### src/rtl/control_escritura_banco.sv
// Write-port controller for the register bank: synchronizes and debounces the write button,
// captures address/data from the switches and issues one write strobe per press. Optional macro: PROTECT_X0_EN.
module control_escritura_banco #(
  parameter int N               = 4,
  parameter int M               = 4,
  parameter int DEBOUNCE_CYCLES = 1000000,
  parameter int CNT_W           = 20
) (
  input  logic         clk,
  input  logic         rst,
  input  logic         btn_we_raw,
  input  logic [M-1:0] addr_rd_sw,
  input  logic [N-1:0] data_sw,
  output logic [M-1:0] addr_rd,
  output logic [N-1:0] data_in,
  output logic         we,
  output logic         busy,
  output logic [7:0]   wr_count,
  output logic         rechazo
);

  typedef enum logic [1:0] {IDLE, ARM, WRITE, REL} state_t;

  localparam logic [CNT_W-1:0] CNT_LAST = CNT_W'(DEBOUNCE_CYCLES - 1);

  state_t             state_reg, state_next;
  logic [CNT_W-1:0]   cnt_reg, cnt_next;
  logic               sync1_reg, sync2_reg;
  logic               btn_s;
  logic               capture;
  logic               addr_zero;
  logic               we_next, rechazo_next;
  logic [M-1:0]       addr_reg;
  logic [N-1:0]       data_reg;
  logic               we_reg, rechazo_reg;
  logic [7:0]         wr_count_reg;

  assign btn_s     = sync2_reg;
  assign addr_zero = (addr_rd_sw == '0);

  // Two-flop synchronizer; only the button crosses in asynchronously.
  always_ff @(posedge clk) begin
    if (rst) begin
      sync1_reg <= 1'b0;
      sync2_reg <= 1'b0;
    end else begin
      sync1_reg <= btn_we_raw;
      sync2_reg <= sync1_reg;
    end
  end

  always_ff @(posedge clk) begin
    if (rst) begin
      state_reg <= IDLE;
      cnt_reg   <= '0;
    end else begin
      state_reg <= state_next;
      cnt_reg   <= cnt_next;
    end
  end

  always_comb begin
    state_next = state_reg;
    cnt_next   = cnt_reg;
    capture    = 1'b0;
    case (state_reg)
      IDLE: begin
        if (btn_s) begin
          state_next = ARM;
          cnt_next   = '0;
        end
      end
      ARM: begin
        if (!btn_s) begin
          state_next = IDLE;
        end else if (cnt_reg == CNT_LAST) begin
          state_next = WRITE;
          capture    = 1'b1;
        end else begin
          cnt_next = cnt_reg + CNT_W'(1);
        end
      end
      WRITE: begin
        state_next = REL;
        cnt_next   = '0;
      end
      REL: begin
        // Any bounce high restarts the release window, so a held button never re-arms.
        if (btn_s) begin
          cnt_next = '0;
        end else if (cnt_reg == CNT_LAST) begin
          state_next = IDLE;
        end else begin
          cnt_next = cnt_reg + CNT_W'(1);
        end
      end
      default: begin
        state_next = IDLE;
        cnt_next   = '0;
      end
    endcase
  end

`ifdef PROTECT_X0_EN
  // Address 0 is a hard-wired zero register: the write is swallowed and flagged.
  assign we_next      = capture && !addr_zero;
  assign rechazo_next = capture && addr_zero;
`else
  assign we_next      = capture;
  assign rechazo_next = 1'b0;
`endif

  // Strobes are registered on the edge entering WRITE so they are high exactly for that cycle.
  always_ff @(posedge clk) begin
    if (rst) begin
      addr_reg     <= '0;
      data_reg     <= '0;
      we_reg       <= 1'b0;
      rechazo_reg  <= 1'b0;
      wr_count_reg <= 8'd0;
    end else begin
      if (capture) begin
        addr_reg <= addr_rd_sw;
        data_reg <= data_sw;
      end
      we_reg      <= we_next;
      rechazo_reg <= rechazo_next;
      if (we_reg) begin
        wr_count_reg <= wr_count_reg + 8'd1;
      end
    end
  end

  assign addr_rd  = addr_reg;
  assign data_in  = data_reg;
  assign we       = we_reg;
  assign rechazo  = rechazo_reg;
  assign wr_count = wr_count_reg;
  assign busy     = (state_reg != IDLE);

endmodule

### config.mk
export PLATFORM = sky130hd
export DESIGN_NAME = control_escritura_banco
export DESIGN_NICKNAME = d
export VERILOG_FILES = /design/src/rtl/control_escritura_banco.sv
export SDC_FILE = /design/constraint.sdc
export NUM_CORES = 1
export LEC_CHECK = 0
export ABC_AREA = 0
export CAP_MARGIN = 20
export CORE_ASPECT_RATIO = 1.75
export CORE_MARGIN = 1.5
export CORE_UTILIZATION = 47
export DETAILED_ROUTE_END_ITERATION = 6
export PLACE_DENSITY = 0.68
export SYNTH_ARGS = -nofsm -noshare
export SYNTH_HDL_FRONTEND = slang
export SYNTH_SLANG_ARGS = --single-unit
### constraint.sdc
create_clock -name clk -period 3.2 [get_ports clk]
set_clock_uncertainty 0.05 [all_clocks]
set_input_delay 0.64 -clock clk [delete_from_list [all_inputs] [get_ports clk]]
set_output_delay 0.64 -clock clk [all_outputs]
set_load 0.02 [all_outputs]
==> key figures <==
Run status
  – Status: complete, no violations

Timing
  – Final setup viols: 0
  – Final Hold Fails: 0
  – Post-layout min period: 2.30 ns
  – Worst hold margin: slightly above 0.4 ns
  – Maximum clock frequency: around 0.43 GHz
  – Final worst path period share: roughly 72%
  – Slew Limit Headroom: 52.6%
  – RSZ-0062 raised after global routing: no
  – Final max-slew violation count: 0
  – Slew @ Worst Pin: between 0.7 and 0.8 ns
  – Setup TNS: 0 ns

Yosys
  – Synth Instances: about 200
  – Distinct cells, synth: 43
  – Syn Std Cell Area: approximately 0.0019 mm^2
  – Sequential area share after synthesis: a little over two fifths
  – Avg Inst Size Synth: slightly above 9 um^2
  – Synth warn: 0
  – Syn_nets: between 200 and 250
  – Seq cells post-synth: 41

Critical path
  – Worst stage delay on the critical path: 0.59 ns
  – FF-to-FF Start: cnt_reg[13]
  – Crit path DAT: 1.61 ns
  – Setup crit start kind: flip-flop
  – Crit Path Category: reg2out
  – Crit. End Element: primary output
  – Crit path max-delay family: buffers and inverters
  – CP Cell Sequence: or2_2 > clkdlybuf4s50_1
  – Crit-path max FO: 9
  – CP required: ~2.5 ns
  – CP max-delay cell: clkdlybuf4s50_1
  – Buf/Inv on CP: 1

Floorplanning
  – Die Wd: around 51 um
  – Io pins: 30
  – Die ar.: 0.00445 mm^2
  – Row Count: 30
  – Core ar.: between 0.003 and 0.004 mm^2
  – Die H: around 87 um
  – Initial Util: 49.1%

Clock network
  – CTS Hold Bufs: 0
  – Cts repair resizes: 0
  – CTS max path bufs: 2
  – Post-CTS setup buffer count: 0
  – TritonCTS clock tree: done
  – Worst-skew pair later-pin latency: 0.30 ns
  – H-tree Lvls: 2
  – CTS Buf Count: 5
  – Worst-path clk slew: roughly 0.080 ns
  – # clock sinks: 41
  – Root Driver: clkbuf_8

Detailed routing
  – Initial DRT Pass Iterations: 4
  – Remaining DRCs: 0
  – Routed vias: 1561
  – Number of DRC markers in iteration 0: 17
  – ANT nets after route: 0
  – Mean number of vias per cell: roughly 5.6
  – Drt wl/cell: 14.9 um
  – Final WL: ~4200 um

Place
  – Port bufs: 28
  – Gpl congestion: 0.892
  – Placed Cells: 272
  – Dpl hpwl: 3050 um
  – Placed inst area: approximately 0.0022 mm^2

Power
  – Combinational Power Share: 3.5%
  – VDD IR max: roughly 0.00036 V
  – Power share of the clock group: 43.6%
  – Total design power: between 0.0009 and 0.001 W
  – PD cells: approximately 420 mW/mm^2
  – Pleak: about 0.80 nW
  – Cell internal pwr: around 0.00076 W
  – Switch share: a little over a fifth
  – P_sw: approximately 0.00021 W
  – Sequential share of power: between 50% and 60%

Global route
  – First-pass GRT wire length: ~7200 um
  – Grt ovf: 0
  – Vias in the first global route: about 1700
  – Largest net degree at the start of global routing: 22
  – Total GRT Usage: 21.0%
  – Initial antenna violation count: 0

Cells and area
  – Cell Count, Final, Fillers Out: 280
  – Most frequent cells in the layout: 41 x dfxtp_1, 33 x nor2_1, 28 x clkdlybuf4s50_1
  – # diodes: 0
  – Commonest non-fill, non-tap cell in the layout: dfxtp_1
  – Fill cell count: 350
  – Nets: roughly 240
  – Synthesis-to-layout area growth: 21.5%
  – Final Cell Area: roughly 0.0023 mm^2
  – Max reg flops: 20
  – Share of post-route cells with drive strength above 1: under 10%

Job
  – Max Cap Viol: 0

Min path
  – Min-Delay Startpoint: sync1_reg
  – Worst Hold Class: reg2reg
[per-stage QoR]
stage | setup slack (ns) | util [%]
2_1_floorplan | 1.52 | -
3_3_place_gp | 1.06 | 56.7
5_1_grt | 0.823 | 59.7
4_1_cts | 0.889 | 59.7
6_report | 0.897 | 59.7
3_5_place_dp | 1.01 | 56.7
[kinds of logic (layout without fill, tap and decap cells)]
kind of cell | after synthesis | count (layout) | share of synthesized area (%)
AOI/OAI and AO/OA | 27 | 27 | 8.63
xor gates and xnor gates | 19 | 19 | 8.76
adders and majority gates | 3 | 3 | 1.84
buffers and inverters | 13 | 39 | 3.42
DFF | 41 | 41 | 43.2
muxes | 10 | 10 | 5.27
other | 1 | 1 | 0.197
and+or+nand+nor | 92 | 92 | 28.7
[layer usage]
metal  global-route usage (%)  share of wire (%)  vias to the layer above
met5                        0                  0                        -
met1                     22.0                 41                      755
met2                     38.5                 54                       33
li1                         -                  -                      767
met3                     4.30                3.5                        6
met4                     10.6                1.6                        0
[area by class of cell]
type	instances	area (um^2)	area share (%)
Multi-Input combinational cell	152	1010	43.9
Timing Repair Buffer	30	295	12.8
Inverter	1	3.75	0.163
Sequential cell	41	821	35.6
Clock inverter	3	46.3	2.01
Clock buffer	5	68.8	2.98
Tap cell	48	60.1	2.60
[cell usage after synthesis (all sizes together)]
library cell / instances / area (um^2)
dfxtp: 41 / 821
mux2i: 10 / 100
and4bb: 1 / 12.5
nor2: 33 / 124
a31oi: 4 / 25.0
nor2b: 3 / 18.8
buf: 4 / 31.3
nor3: 5 / 30.0
xnor2: 3 / 26.3
maj3: 1 / 10.0
a21oi: 4 / 20.0
o31ai: 2 / 15.0
clkbuf: 8 / 30.0
nand2: 12 / 45.0
and4: 5 / 43.8
ha: 2 / 25.0
or3: 3 / 18.8
o21ai: 10 / 50.0
o21a: 1 / 7.51
and3: 3 / 18.8
conb: 1 / 3.75
o21bai: 1 / 7.51
nand3: 7 / 35.0
a41oi: 1 / 8.76
nor4: 4 / 70.1
nand4: 8 / 71.3
nor3b: 1 / 7.51
nand4b: 1 / 8.76
o211ai: 3 / 22.5
xor2: 16 / 140
and2: 2 / 12.5
or2: 4 / 27.5
a211oi: 1 / 7.51
inv: 1 / 3.75
[path summary, 6_finish.rpt]
| check | endpoint | slack (ns) | cells past startpoint |
|---|---|---|---|
| setup / recovery | busy | 0.90 | 2 |
| hold / removal | btn_s | 0.41 | 1 |
| setup reg to reg | data_in[2] | 1.08 | 5 |
| hold reg to reg | btn_s | 0.41 | 1 |
[power by group through the flow]
stage          combinational [W]  clock, W  sequential, W
4_1_cts                0.0000342  0.000432       0.000514
6_report               0.0000340  0.000425       0.000514
3_5_place_dp           0.0000341         0       0.000527
2_1_floorplan          0.0000180         0       0.000525
5_1_grt                0.0000371  0.000452       0.000515
3_3_place_gp           0.0000331         0       0.000526
(Power assumes the default switching activity.)
